--- src/rtl/scan_enb_decoder_pkg.sv ---
// Shared types and helpers for the enabled one-hot decoder.
// Selects wider than SEL_W_MAX bits are not supported by onehot().
package scan_enb_decoder_pkg;

   localparam int unsigned SEL_W_MAX = 8;
   localparam int unsigned M_MAX     = 2 ** SEL_W_MAX;

   typedef enum logic [0:0] {
      IDLE = 1'b0,
      RUN  = 1'b1
   } scan_state_t;

   // Callers cast the result down to their own output count.
   function automatic logic [M_MAX-1:0] onehot(input logic [SEL_W_MAX-1:0] sel);
      logic [M_MAX-1:0] v;
      v      = '0;
      v[sel] = 1'b1;
      return v;
   endfunction

endpackage

--- src/rtl/scan_enb_decoder_dwell_counter.sv ---
// Dwell counter: counts enabled cycles up to a limit, pulses tick on the
// limit cycle and wraps to zero. Only built when SCAN_DWELL_EN is defined.
module scan_enb_decoder_dwell_counter #(
   parameter int unsigned DWELL_W = 8
) (
   input  logic               i_clock,
   input  logic               i_reset,
   input  logic               i_clr,
   input  logic               i_en,
   input  logic [DWELL_W-1:0] i_lim,
   output logic               o_tick
);

   logic [DWELL_W-1:0] r_cnt;
   logic               w_hit;

   assign w_hit  = (r_cnt == i_lim);
   assign o_tick = i_en & w_hit;

   // Count enabled cycles; clear on reset, on request, or after reaching the limit.
   always_ff @(posedge i_clock) begin
      if (i_reset || i_clr) begin
         r_cnt <= '0;
      end else if (i_en) begin
         r_cnt <= w_hit ? '0 : r_cnt + DWELL_W'(1);
      end
   end

endmodule

--- src/rtl/scan_enb_decoder.sv ---
// Registered N-to-2^N enabled decoder with a cyclic scan mode.
// Define SCAN_DWELL_EN to add the dwell port and hold each scan index
// for dwell+1 cycles; without it the scan advances every enabled cycle.
module scan_enb_decoder
   import scan_enb_decoder_pkg::*;
#(
   parameter int unsigned N = 3
`ifdef SCAN_DWELL_EN
   ,
   parameter int unsigned DWELL_W = 8
`endif
) (
   input  logic               i_clock,
   input  logic               i_reset,
   input  logic               i_e,
   input  logic               i_mode,
   input  logic [N-1:0]       i_x,
   input  logic               i_start,
   input  logic               i_stop,
`ifdef SCAN_DWELL_EN
   input  logic [DWELL_W-1:0] i_dwell,
`endif
   output logic [2**N-1:0]    o_z,
   output logic [N-1:0]       o_idx,
   output logic               o_wrap,
   output logic               o_busy
);

   localparam int unsigned M = 2 ** N;

   scan_state_t r_state;
   logic [M-1:0] r_z;
   logic [N-1:0] r_idx;
   logic         r_wrap;

   logic [N-1:0] w_idx_nxt;
   logic [M-1:0] w_z_x;
   logic [M-1:0] w_z_idx;
   logic [M-1:0] w_z_nxt;
   logic         w_go;
   logic         w_load;
   logic         w_adv;
   logic         w_tick;

   assign w_idx_nxt = r_idx + N'(1);
   assign w_z_x     = i_e ? M'(onehot(SEL_W_MAX'(i_x))) : '0;
   assign w_z_idx   = M'(onehot(SEL_W_MAX'(r_idx)));
   assign w_z_nxt   = M'(onehot(SEL_W_MAX'(w_idx_nxt)));
   assign w_go      = i_start & ~i_stop;
   assign w_load    = w_go & ((r_state == RUN) | i_mode);
   // Advance only once the current index has actually been shown (z non-zero),
   // so resuming after e=0 first re-displays the held index.
   assign w_adv     = (r_state == RUN) & i_e & ~i_start & ~i_stop & (|r_z);

`ifdef SCAN_DWELL_EN
   logic [DWELL_W-1:0] r_lim;

   // Latch the dwell limit whenever a scan (re)starts.
   always_ff @(posedge i_clock) begin
      if (i_reset) begin
         r_lim <= '0;
      end else if (w_load) begin
         r_lim <= i_dwell;
      end
   end

   scan_enb_decoder_dwell_counter #(
      .DWELL_W (DWELL_W)
   ) u_dwell (
      .i_clock (i_clock),
      .i_reset (i_reset),
      .i_clr   (w_load),
      .i_en    (w_adv),
      .i_lim   (r_lim),
      .o_tick  (w_tick)
   );
`else
   assign w_tick = w_adv;
`endif

   // Scan FSM with registered outputs; stop beats start, start beats advance.
   always_ff @(posedge i_clock) begin
      if (i_reset) begin
         r_state <= IDLE;
         r_z     <= '0;
         r_idx   <= '0;
         r_wrap  <= 1'b0;
      end else begin
         r_wrap <= 1'b0;
         case (r_state)
            IDLE: begin
               if (!i_mode) begin
                  r_idx <= i_x;
                  r_z   <= w_z_x;
               end else if (w_go) begin
                  r_state <= RUN;
                  r_idx   <= i_x;
                  r_z     <= w_z_x;
               end else begin
                  r_z <= '0;
               end
            end
            RUN: begin
               if (i_stop) begin
                  r_state <= IDLE;
                  r_z     <= '0;
               end else if (i_start) begin
                  r_idx <= i_x;
                  r_z   <= w_z_x;
               end else if (!i_e) begin
                  r_z <= '0;
               end else if (w_tick) begin
                  r_idx  <= w_idx_nxt;
                  r_z    <= w_z_nxt;
                  r_wrap <= &r_idx;
               end else begin
                  r_z <= w_z_idx;
               end
            end
            default: begin
               r_state <= IDLE;
               r_z     <= '0;
            end
         endcase
      end
   end

   assign o_z    = r_z;
   assign o_idx  = r_idx;
   assign o_wrap = r_wrap;
   assign o_busy = (r_state == RUN);

endmodule
--- config.mk ---
export PLATFORM = sky130hd
export DESIGN_NAME = scan_enb_decoder
export DESIGN_NICKNAME = d
export VERILOG_FILES = /design/src/rtl/scan_enb_decoder_pkg.sv /design/src/rtl/scan_enb_decoder_dwell_counter.sv /design/src/rtl/scan_enb_decoder.sv
export SDC_FILE = /design/constraint.sdc
export NUM_CORES = 1
export LEC_CHECK = 0
export ABC_AREA = 0
export CAP_MARGIN = 5
export CORE_MARGIN = 2
export CORE_UTILIZATION = 42
export DETAILED_ROUTE_END_ITERATION = 10
export MAX_ROUTING_LAYER = met4
export PLACE_DENSITY_LB_ADDON = 0.2
export SETUP_SLACK_MARGIN = 0.5
export SKIP_CTS_REPAIR_TIMING = 1
export SLEW_MARGIN = 20
export SYNTH_ARGS = -nofsm -noshare
export SYNTH_HDL_FRONTEND = slang
export SYNTH_SLANG_ARGS = --single-unit
export TNS_END_PERCENT = 5
--- constraint.sdc ---
create_clock -name i_clock -period 1.45 [get_ports i_clock]
set_input_delay 0.2175 -clock i_clock [delete_from_list [all_inputs] [get_ports i_clock]]
set_output_delay 0.2175 -clock i_clock [all_outputs]
set_load 0.03 [all_outputs]
=== After elaboration in Yosys (flattened, before gate mapping) ===
Cells that the tools add are included.

* Register bits after elaboration: 13
* Input bits: 9
* Output and inout bits: 13
* Logic and storage cells: 57

* Add/subtract/negate cells: 1
* Magnitude comparators: 6
* Eq/ne operators: 4
* Multiplexer cells: 25
* Bitwise operators: 10
* Reduce and logical (&&, ||, !) cells: 7

{| class="wikitable"
|+ Operators with widths
! cell !! number
|-
| 8-bit two-way mux || 7
|-
| 3-bit by 9-bit less-than comparator with 1-bit output, second input constant || 3
|-
| 3-bit two-way mux || 6
|-
| 8-bit case mux with 2 select lines || 1
|-
| 1-bit demux with 3-bit select || 3
|-
| 3-bit by 1-bit >= comparator with 1-bit output, second input constant || 3
|-
| 8-bit OR reduction || 1
|-
| 1-bit two-way mux || 6
|-
| 3-bit != test, second input constant || 2
|-
| 3-bit case mux with 2 select lines || 1
|-
| 6-bit OR reduction || 1
|-
| 1-bit AND || 5
|-
| 1-bit inverter || 5
|-
| 4-bit AND reduction || 1
|-
| 3-bit by 1-bit adder with 3-bit output, second input constant || 1
|-
| 1-bit logical AND || 3
|-
| 3-bit by 2-bit != test with 1-bit output, second input constant || 1
|-
| 3-bit AND reduction || 1
|-
| 2-bit != test, second input constant || 1
|-
| 1-bit case mux with 2 select lines || 1
|}

=== Longest topological paths before layout ===
Gate-level depths: netlist of the first run.

* Depth in word-level cells: 10
* Gate-level depth with buffers: 6
* Mapped depth without buffers: 5

=== Worst setup path before layout of the first run ===
Ideal clock, no wire load.

* Kind: register -> register
* Start: register r_idx[1], in the netlist o_idx[1]
* End: register r_z[7], in the netlist o_z[7]
* Library setup time: 0.131 ns
* Data arrival time: 1.574 ns
* Required time: 1.319 ns
* Slack: -0.255 ns
* Cell stages (with the launch flop): 7
* Buffers on the path: 1
* Period minus slack after synthesis: 1.705 ns
* Cell sequence: dfxtp_1 -> ha_1 -> ha_1 -> buf_1 -> and3b_1 -> a31oi_1 -> o32ai_1

* Cells in the longest elaborated chain, start to end: 10
* Elaborated cells between the ends (all ways): 16
* Classes of those cells: 1 x add/sub; 4 x order compare; 9 x mux; 2 x reduce/logical

{| class="wikitable"
|+ RTL lines
! element !! line !! RTL
|-
| start, declared || scan_enb_decoder.sv:33 || <nowiki>logic [N-1:0] r_idx;</nowiki>
|-
| start signal, assigned || scan_enb_decoder.sv:93 || <nowiki>r_idx <= i_x;</nowiki>
|-
| start signal, assigned || scan_enb_decoder.sv:97 || <nowiki>r_idx <= i_x;</nowiki>
|-
| start signal, assigned || scan_enb_decoder.sv:108 || <nowiki>r_idx <= i_x;</nowiki>
|-
| 3-bit by 1-bit adder with 3-bit output || scan_enb_decoder.sv:45 || <nowiki>assign w_idx_nxt = r_idx + N'(1);</nowiki>
|-
| 3-bit by 9-bit less-than comparator with 1-bit output (implied by the code) or 3-bit by 1-bit >= comparator with 1-bit output (tied branches) || scan_enb_decoder_pkg.sv:17 || <nowiki>v[sel] = 1'b1;</nowiki>
|-
| 1-bit logical AND (implied by the code) || scan_enb_decoder_pkg.sv:17 ||
|-
| 1-bit two-way mux (implied by the code) || scan_enb_decoder_pkg.sv:17 ||
|-
| 1-bit demux with 3-bit select || scan_enb_decoder_pkg.sv:17 ||
|-
| 8-bit two-way mux * || scan_enb_decoder.sv:112 || <nowiki>end else if (w_tick) begin</nowiki>
|-
| 8-bit two-way mux * || scan_enb_decoder.sv:110 || <nowiki>end else if (!i_e) begin</nowiki>
|-
| 8-bit two-way mux * || scan_enb_decoder.sv:107 || <nowiki>end else if (i_start) begin</nowiki>
|-
| 8-bit two-way mux * || scan_enb_decoder.sv:104 || <nowiki>if (i_stop) begin</nowiki>
|-
| 8-bit case mux with 2 select lines * || scan_enb_decoder.sv:90 || <nowiki>case (r_state)</nowiki>
|-
| end signal, assigned || scan_enb_decoder.sv:94 || <nowiki>r_z <= w_z_x;</nowiki>
|-
| end signal, assigned || scan_enb_decoder.sv:109 || <nowiki>r_z <= w_z_x;</nowiki>
|-
| end signal, assigned || scan_enb_decoder.sv:114 || <nowiki>r_z <= w_z_nxt;</nowiki>
|-
| end, declared || scan_enb_decoder.sv:32 || <nowiki>logic [M-1:0] r_z;</nowiki>
|}

Every way passes the cells marked *; elsewhere a longest branch is shown, timed or not.
A chain may end at the register's enable or synchronous reset.

=== Worst setup path in the final report of the first run ===
* Start: register r_z[2], in the netlist o_z[2]
* End: register r_z[4], in the netlist o_z[4]

* Cells in the longest elaborated chain, start to end: 7

{| class="wikitable"
|+ RTL lines
! element !! line !! RTL
|-
| start signal, assigned || scan_enb_decoder.sv:94 ||
|-
| start signal, assigned || scan_enb_decoder.sv:98 || <nowiki>r_z <= w_z_x;</nowiki>
|-
| start signal, assigned || scan_enb_decoder.sv:109 ||
|-
| 8-bit OR reduction || scan_enb_decoder.sv:53 || <nowiki>assign w_adv = (r_state == RUN) & i_e & ~i_start & ~i_stop & (|r_z);</nowiki>
|-
| 1-bit AND || scan_enb_decoder.sv:53 ||
|-
| 8-bit two-way mux || scan_enb_decoder.sv:112 ||
|-
| 8-bit two-way mux || scan_enb_decoder.sv:110 ||
|-
| 8-bit two-way mux || scan_enb_decoder.sv:107 ||
|-
| 8-bit two-way mux || scan_enb_decoder.sv:104 ||
|-
| 8-bit case mux with 2 select lines || scan_enb_decoder.sv:90 ||
|}

Every way passes these cells.

==> metrics.md, run 1 <==
| Metric | Value |
|---|---|
| Worst Skew | `2.22 ps` |
| Worst EP arrival | `1760 ps` |
| Crit share post-route | `1.07` |
| Boundary pin count | `22` |
| Synth Cell Area | `801 sq um` |
| Clock root cell | `clkbuf_4` |
| Switch Pwr | `276 uW` |
| Syn_nets | `98` |
| Synth Warn # | `0` |
| Largest net degree at the start of global routing | `11` |
| Cell family with most CP delay | `simple AND/OR/NAND/NOR gates` |
| Critical Path RT | `1660 ps` |
| Post-synthesis register bit count | `13` |
| Initial antenna violation count | `0` |
| Hold Crit Depth | `2` |
| Internal power | `600 uW` |
| IO buf count | `21` |
| Cells on worst reg2reg path | `4` |
| Fmax | `642 MHz` |
| Power share of the clock group | `0.264` |
| Layout area overhead | `56.9%` |
| Switching share of power | `0.315` |
| Worst hold margin | `553 ps` |
| Top post-synthesis cells by area | `dfxtp_1 (33%), o211ai_2 (6.3%), nor4_4 (5.3%)` |
| Slew @ Worst Pin | `349 ps` |
| Total GRT Usage | `0.218` |
| Max rail drop VDD | `612 uV` |
| Reg2reg setup slack | `-110 ps` |
| Clock Path Buffers | `2` |
| Setup violations, final | `7` |
| Filler Cells Inserted | `140` |
| Cells after Synth | `87` |
| Reg power frac | `0.435` |
| Reg clk slew, reported paths | `80 ps` |
| Worst Setup Start Kind | `register` |
| Gate power share | `0.300` |
| Crit Path Class | `register to register` |
| Multi-input logic area | `552 sq um` |
| Unrepaired setup endpoints after global routing | `yes` |
| Slew HR | `0.765` |
| Nets | `141` |
| Synthesized area per cell | `9.20 sq um` |
| Top cell type's share of synthesized area | `0.325` |
| Ratio of cells with drive above 1 in the final layout | `0.450` |
| FP Rows | `15` |
| Status | `finished, violations left` |
| DP Wirelength | `1770 um` |
| GRT overflow | `0` |
| R2r endpoint | `o_z[4]$_SDFF_PP0_` |
| Via density | `5.63` |
| WHS Endpoint | `o_busy$_SDFF_PP0_` |
| Diode count | `0` |
| Final-report max-slew violation count | `0` |
| Critical-path cell list | `nor4_4 > nand2_1 > or3b_4 > o211ai_2` |
| Initial DRC count | `48` |
| CTS Buf Count | `3` |
| WL/cell | `14.5 um` |
| Initial core utilization | `0.454` |
| Vias in the first global route | `772` |
| Dpl cell area | `1200 sq um` |
| Distinct cells, synth | `36` |
| Register area | `284 sq um` |
| Clock latency at the later pin of the worst-skew pair | `280 ps` |
| Critical Path End Type | `register` |
| Placed cells | `150` |
| Max-Cap Viols | `0` |
| Seq/Total Area, Yosys | `0.325` |
| CP peak stage delay | `440 ps` |
| CTS Sinks | `13` |
| Non-filler instance count after layout | `154` |
| Most frequent cells in the layout | `buf_4 (20), clkdlybuf4s50_1 (9), nand2_1 (8), nor3_1 (8)` |
| Final worst slack | `-107 ps` |
| Commonest non-fill, non-tap cell in the layout | `buf_4` |
| CORE AREA | `1760 sq um` |
| First-pass GRT wire length | `3230 um` |
| Pwr per Cell Area | `697 nW/um^2` |
| Drt pass-1 iters | `4` |
| Slowest library cell on the worst path | `or3b_4` |
| Die area | `2270 sq um` |
| Buf/Inv on CP | `0` |
| CP Max Fanout | `4` |
| Die X | `47.7 um` |
| FF-to-FF Start | `o_z[2]$_SDFF_PP0_` |
| Leak | `0.557 nW` |
| TritonCTS clock tree | `yes` |
| Area leader, netlist | `dfxtp_1` |
| Hold wc startpoint | `o_busy$_SDFF_PP0_` |
| Worst hold path type | `register to register` |
| Min cycle time layout | `1560 ps` |
| Antenna viol nets, final | `0` |
| Max H-tree Level | `1` |
| Final Cell Area | `1260 sq um` |
| CP Depth | `4` |
| Die Ht | `47.7 um` |
| Final hold vios | `0` |
| Gpl congestion | `0.801` |
| Failing checks | `negative setup slack` |
| Final WL | `2230 um` |
| Routed vias | `867` |
| Remaining DRCs | `0` |
==> cell type report <==
type | instances | area share
Inverter | 4 | 0.0120
Tap cell | 25 | 0.0249
Timing Repair Buffer | 40 | 0.277
Multi-Input combinational cell | 68 | 0.439
Clock buffer | 4 | 0.0209
Sequential cell | 13 | 0.226
==> state kept, by name, indices dropped and copies added, names as in the netlist <==
name and count:
o_wrap 1, o_z 8, o_idx 3, o_busy 1
==> power by group through the flow <==
stage	sequential, mW	combinational [mW]	clock (mW)
2_1_floorplan	0.410	0.113	0
3_3_place_gp	0.387	0.248	0
3_5_place_dp	0.388	0.255	0
4_1_cts	0.379	0.256	0.239
5_1_grt	0.384	0.283	0.263
6_report	0.381	0.263	0.231
==> how the worst max path moves through the flow <==
stage                                from                 to  slack (ps)
floorplan               o_z[2]$_SDFF_PP0_  o_z[2]$_SDFF_PP0_         -30
global placement                  i_start  o_z[6]$_SDFF_PP0_        -290
detailed placement                i_start  o_z[4]$_SDFF_PP0_        -370
CTS                 o_idx[2]$_SDFFE_PP0P_           o_idx[2]        -160
global route            o_z[7]$_SDFF_PP0_  o_z[4]$_SDFF_PP0_        -200
finish                  o_z[2]$_SDFF_PP0_  o_z[4]$_SDFF_PP0_        -110
==> cells in the mapped netlist, drive strengths merged <==
master,number
dfxtp,13
nand2,8
nor3,8
nand3,7
inv,4
o211ai,4
o32ai,4
a21oi,3
nor2,3
a31oi,2
a32oi,2
ha,2
nand4,2
nor2b,2
nor4,2
o221a,2
a2111oi,1
a211oi,1
a21bo,1
a2bb2oi,1
and2,1
and2b,1
and3,1
and3b,1
and4bb,1
buf,1
clkbuf,1
nand2b,1
nand3b,1
nand4bb,1
nor3b,1
o21ai,1
or2,1
or2b,1
or3b,1
==> tightest hold or removal path, stage by stage, from the launching register on <==
cell,delay [ps]
dfxtp_2,350
a21oi_1,120
nor3_1,50
==> per-stage QoR <==
stage | utilization | power (mW) | setup TNS, ps | setup slack [ps]
2_1_floorplan | - | 0.523 | -122 | -26.0
3_3_place_gp | 0.682 | 0.635 | -2590 | -294
3_5_place_dp | 0.682 | 0.643 | -3060 | -367
4_1_cts | 0.696 | 0.874 | -2000 | -155
5_1_grt | 0.712 | 0.930 | -1250 | -203
6_report | 0.712 | 0.876 | -481 | -107
==> layer usage <==
metal | GRT usage | part of all wire | vias to the layer above
met4 | 0.0973 | 0.011 | 0
met5 | - | 0 | -
met2 | 0.378 | 0.53 | 38
li1 | - | - | 429
met3 | 0.0340 | 0.069 | 4
met1 | 0.244 | 0.39 | 396
==> logic make-up after synthesis <==
kind of cell / after synthesis / share of synthesized area
and+or+nand+nor: 44 / 0.363
AOI/OAI and AO/OA: 22 / 0.253
DFF: 13 / 0.325
buffers and inverters: 6 / 0.0281
adders and majority gates: 2 / 0.0312
Note: power is estimated with default switching activity, not from simulation.
==> inputs of run 2 (changes only) <==
TNS_END_PERCENT = 50   (was 5)
==> run 2 against run 1 <==
Critical path depth grew 1. Register-to-register slack better by 140 ps. Largest power group unchanged. Non-clock buffer count grew 3. Utilization up 6.4 points. Flip-flop and latch count unchanged. Setup slack better by 130 ps. Clock skew fell by 1.6 ps. Maximum frequency up 8.8%. The run now ends clean. Combinational power up 9.5%.
==> metrics.md, run 2 (synthesized netlist as in run 1, its figures left out) <==
| Metric | Value |
|---|---|
| Via density | `5.80 (+3.0%)` |
| Overall power | `895 uW (+2.2%)` |
| Fmax | `699 MHz (+8.8%)` |
| CORE AREA | `1760 sq um (unchanged)` |
| Leak | `0.606 nW (+8.8%)` |
| Gate power share | `0.322 (+0.022)` |
| Reg power frac | `0.428 (-0.007)` |
| Slew @ Worst Pin | `317 ps (-32.2 ps)` |
| Switching share of power | `0.316 (+0.000591)` |
| Dpl cell area | `1210 sq um (+0.62%)` |
| CTS Sinks | `13 (unchanged)` |
| Largest net degree at the start of global routing | `11 (unchanged)` |
| CP peak stage delay | `440 ps (about the same)` |
| Setup violations, final | `0 (-7)` |
| Gpl congestion | `0.829 (+3.4%)` |
| Slowest library cell on the worst path | `or3b_4` |
| Final hold vios | `0 (unchanged)` |
| Die area | `2270 sq um (unchanged)` |
| Internal power | `613 uW (+2.1%)` |
| Status | `complete, no violations` |
| Commonest non-fill, non-tap cell in the layout | `buf_4` |
| Initial antenna violation count | `0 (unchanged)` |
| Worst EP arrival | `1630 ps (-130 ps)` |
| Unrepaired setup endpoints after global routing | `yes` |
| Layout area overhead | `70.9%` |
| Final Cell Area | `1370 sq um (+9.0%)` |
| Nets | `144 (+2.1%)` |
| Slew HR | `0.788 (+0.0229)` |
| Final WL | `2270 um (+1.7%)` |
| Clock Path Buffers | `2 (unchanged)` |
| FF-to-FF Start | `o_z[3]$_SDFF_PP0_` |
| Routed vias | `910 (+5.0%)` |
| Min cycle time layout | `1430 ps (-126 ps)` |
| TritonCTS clock tree | `yes` |
| Critical Path RT | `1650 ps (about the same)` |
| Power share of the clock group | `0.251 (-0.013)` |
| First-pass GRT wire length | `3260 um (+1.1%)` |
| Reg clk slew, reported paths | `80 ps (about the same)` |
| Drt pass-1 iters | `4 (unchanged)` |
| Worst Setup Start Kind | `input port` |
| Final core area utilization | `0.776 (+0.0638)` |
| Critical Path End Type | `register` |
| Critical-path cell list | `clkdlybuf4s50_1 > nand2b_1 > nor3b_4 > or3b_4 > o211ai_2` |
| Max rail drop VDD | `439 uV (-28%)` |
| Remaining DRCs | `0 (unchanged)` |
| Crit share post-route | `0.987 (-0.0866)` |
| Die Ht | `47.7 um (unchanged)` |
| Diode count | `0 (unchanged)` |
| Crit Path Class | `input port to register` |
| DP Wirelength | `1670 um (-6.0%)` |
| Total GRT Usage | `0.214 (-0.00396)` |
| Max reg flops | `8 (unchanged)` |
| Max H-tree Level | `1 (unchanged)` |
| Max-Cap Viols | `0 (unchanged)` |
| Initial core utilization | `0.454 (unchanged)` |
| Hold wc startpoint | `i_stop` |
| Boundary pin count | `22 (unchanged)` |
| FP Rows | `15 (unchanged)` |
| Pwr per Cell Area | `654 nW/um^2 (-6.2%)` |
| Critical path startpoint | `i_reset` |
| Most frequent cells in the layout | `buf_4 (21), buf_6 (11), nand2_1 (8), dfxtp_2 (8), nand3_1 (7)` |
| Vias in the first global route | `794 (+2.8%)` |
| IO buf count | `21 (unchanged)` |
| Ratio of cells with drive above 1 in the final layout | `0.523 (+0.0731)` |
| Worst Skew | `0.621 ps (-1.60 ps)` |
| CP Max Fanout | `4 (unchanged)` |
| Die X | `47.7 um (unchanged)` |
| Antenna viol nets, final | `0 (unchanged)` |
| CTS Buf Count | `3 (unchanged)` |
| Worst hold path type | `input port to register` |
| Switch Pwr | `283 uW (+2.4%)` |
| Final-report max-slew violation count | `0 (unchanged)` |
| Clock root cell | `clkbuf_4` |
| WL/cell | `14.5 um (-0.20%)` |
| GRT overflow | `0 (unchanged)` |
| Clock latency at the later pin of the worst-skew pair | `270 ps (about the same)` |
| Initial DRC count | `31 (-35%)` |
-- run 2: cell types whose count changed in the layout (fill, tap and decap cells not counted), sizes merged --
| cell | previous run | this run |
|---|---|---|
| buf | 24 | 32 |
| clkdlybuf4s50 | 9 | 5 |
| dlymetal6s2s | 3 | 5 |
| clkbuf | 8 | 5 |
-- run 2: cell type report --
cell class              instances  area [sq um]
flip-flops and latches         13           289
inverters                       4          15.0
well taps                      25          31.3
fillers                       140           395
clock buffers                   4          26.3
multi-input cells              68           608
repair buffers                 43           399
-- run 2: worst max-delay path, delay by kind of cell --
kind	cells	cell delay (ps)
AND/OR/NAND/NOR	3	850
buffers and inverters	1	410
AO/OA/AOI/OAI	1	160
-- run 2: per-layer routing --
metal  up-vias  GRT usage  wire [um]
li1        432          -          -
met1       421      0.238        909
met2        51      0.381       1170
met3         6     0.0340        165
met4         0     0.0811         29
met5         -          -          0
-- run 2: through the flow --
stage          cells  hold WS [ps]  setup slack (ps)  TNS (ps)
2_1_floorplan     87           277             -26.0      -103
3_3_place_gp     148           546              -295     -2540
3_5_place_dp     148           533              -411     -3240
4_1_cts          152           548              -171     -2090
5_1_grt          157           329             -37.6     -82.6
6_report         157           312              19.0         0
-- run 2: path summary, 6_finish.rpt --
path	slack (ps)	end	depth (start not counted)
min	310	o_busy$_SDFF_PP0_	3
max reg2reg	30	o_idx[0]$_SDFFE_PP0P_	5
min reg2reg	560	o_busy$_SDFF_PP0_	2
max	20	o_z[4]$_SDFF_PP0_	5
-- run 2: power groups by stage --
stage | clock (mW) | combinational, mW | sequential, mW
4_1_cts | 0.223 | 0.254 | 0.385
3_3_place_gp | 0 | 0.246 | 0.393
6_report | 0.225 | 0.288 | 0.383
3_5_place_dp | 0 | 0.254 | 0.394
5_1_grt | 0.242 | 0.308 | 0.385
2_1_floorplan | 0 | 0.122 | 0.413
==> inputs of run 3 (changes only) <==
RECOVER_POWER = 50   (was not set)
==> run 3 against run 2 <==
Critical path depth did not move. Clock power barely moved. Cell count did not move. Die area did not move. Routed wire length rose by 0.53%. Largest cell class unchanged. Highest routed layer unchanged.
==> metrics.md, run 3 (synthesized netlist as in run 1, its figures left out) <==
| Metric | Value |
|---|---|
| Worst hold path type | `input port to register` |
| DP Wirelength | `1670 um (unchanged)` |
| Initial DRC count | `31 (unchanged)` |
| Clock Path Buffers | `2 (unchanged)` |
| Placed cells | `148 (unchanged)` |
| Gpl congestion | `0.829 (unchanged)` |
| Max reg flops | `8 (unchanged)` |
| Most frequent cells in the layout | `buf_4 (20), buf_6 (10), nand2_1 (8), dfxtp_2 (8), nand3_1 (7)` |
| Worst Skew | `0.623 ps (+0.00142 ps)` |
| Final Cell Area | `1360 sq um (-0.82%)` |
| Via density | `5.76 (-0.66%)` |
| CP Max Fanout | `4 (unchanged)` |
| Largest net degree at the start of global routing | `11 (unchanged)` |
| Non-filler instance count after layout | `157 (unchanged)` |
| Final hold vios | `0 (unchanged)` |
| CORE AREA | `1760 sq um (unchanged)` |
| Initial antenna violation count | `0 (unchanged)` |
| Ratio of cells with drive above 1 in the final layout | `0.508 (-0.0152)` |
| GRT overflow | `0 (unchanged)` |
| Final WL | `2280 um (+0.53%)` |
| Critical path startpoint | `i_reset` |
| TritonCTS clock tree | `yes` |
| CTS Sinks | `13 (unchanged)` |
| Slew @ Worst Pin | `367 ps (+49.7 ps)` |
| Commonest non-fill, non-tap cell in the layout | `buf_4` |
| Die Ht | `47.7 um (unchanged)` |
| Slew HR | `0.756 (-0.0317)` |
| Total GRT Usage | `0.214 (unchanged)` |
| Setup violations, final | `0 (unchanged)` |
| Switching share of power | `0.316 (+0.000728)` |
| Crit Path Class | `input port to register` |
| Hold wc startpoint | `i_stop` |
| Power share of the clock group | `0.251 (about the same)` |
| Internal power | `611 uW (-0.20%)` |
| Nets | `144 (unchanged)` |
| Worst Setup Start Kind | `input port` |
| Unrepaired setup endpoints after global routing | `yes` |
| Initial core utilization | `0.454 (unchanged)` |
| Max H-tree Level | `1 (unchanged)` |
| Clock root cell | `clkbuf_4` |
| Clock latency at the later pin of the worst-skew pair | `270 ps (about the same)` |
| Vias in the first global route | `794 (unchanged)` |
| Status | `complete, no violations` |
| Remaining DRCs | `0 (unchanged)` |
| Die area | `2270 sq um (unchanged)` |
| Routed vias | `904 (-0.66%)` |
| Drt pass-1 iters | `4 (unchanged)` |
| Reg clk slew, reported paths | `80 ps (about the same)` |
| Critical Path RT | `1650 ps (about the same)` |
| Final-report max-slew violation count | `0 (unchanged)` |
| CTS Buf Count | `3 (unchanged)` |
| Antenna viol nets, final | `0 (unchanged)` |
| Fmax | `700 MHz (+0.13%)` |
| Die X | `47.7 um (unchanged)` |
| Diode count | `0 (unchanged)` |
| FF-to-FF Start | `o_z[3]$_SDFF_PP0_` |
| Crit share post-route | `0.986 (-0.00127)` |
| IO buf count | `21 (unchanged)` |
| FP Rows | `15 (unchanged)` |
| Worst EP arrival | `1630 ps (about the same)` |
| First-pass GRT wire length | `3260 um (unchanged)` |
| Layout area overhead | `69.5%` |
| Min cycle time layout | `1430 ps (-1.84 ps)` |
| Gate power share | `0.321 (about the same)` |
| Leak | `0.597 nW (-1.4%)` |
| WL/cell | `14.5 um (+0.53%)` |
| Max rail drop VDD | `439 uV (+0.10%)` |
| Boundary pin count | `22 (unchanged)` |
| Worst hold margin | `312 ps (-0.0620 ps)` |
| Dpl cell area | `1210 sq um (unchanged)` |
| Final worst slack | `20.8 ps (+1.84 ps)` |
| Switch Pwr | `283 uW (+0.14%)` |
| Max-Cap Viols | `0 (unchanged)` |
| Pre-CTS setup slack | `-411 ps (unchanged)` |
| Critical Path End Type | `register` |
| Pwr per Cell Area | `659 nW/um^2 (+0.74%)` |
| Reg power frac | `0.428 (about the same)` |
run 3: cell count changes in the layout (fill, tap and decap cells not counted), sizes merged:
cell / before / now
buf: 32 / 30
clkbuf: 5 / 7
run 3: through the flow:
stage | util | TNS, ps | total power, mW
final | 0.770 | 0 | 0.895
after global routing | 0.770 | -96.4 | 0.934
after CTS | 0.701 | -2090 | 0.863
after detailed placement | 0.686 | -3240 | 0.648
after global placement | 0.686 | -2540 | 0.639
after floorplan | - | -103 | 0.536
run 3: path summary, 6_finish.rpt:
kind	endpoint	slack, ps	cells past startpoint
setup / recovery	o_z[4]$_SDFF_PP0_	20	5
hold / removal	o_busy$_SDFF_PP0_	310	3
setup reg to reg	o_idx[0]$_SDFFE_PP0P_	30	5
hold reg to reg	o_busy$_SDFF_PP0_	560	2
run 3: worst max-delay path, cell delays in order:
cell and delay [ps]:
clkdlybuf4s50_1 410, nand2b_1 190, nor3b_4 220, or3b_4 440, o211ai_2 160
run 3: area by class of cell:
cell class | instances | area [sq um]
Sequential cell | 13 | 289
Clock buffer | 4 | 26.3
Timing Repair Buffer | 43 | 388
Fill cell | 143 | 407
Multi-Input combinational cell | 68 | 608
Tap cell | 25 | 31.3
Inverter | 4 | 15.0
run 3: metal layers:
| metal | vias to the layer above | GRT usage | share of wire |
|---|---|---|---|
| li1 | 434 | - | - |
| met1 | 420 | 0.238 | 0.40 |
| met2 | 46 | 0.381 | 0.51 |
| met3 | 4 | 0.0340 | 0.078 |
| met4 | 0 | 0.0811 | 0.0092 |
| met5 | - | - | 0 |
run 3: power groups by stage:
stage | combinational (mW) | clock [mW] | sequential [mW]
6_report | 0.287 | 0.225 | 0.383
5_1_grt | 0.307 | 0.242 | 0.385
4_1_cts | 0.254 | 0.223 | 0.385
3_5_place_dp | 0.254 | 0 | 0.394
3_3_place_gp | 0.246 | 0 | 0.393
2_1_floorplan | 0.122 | 0 | 0.413
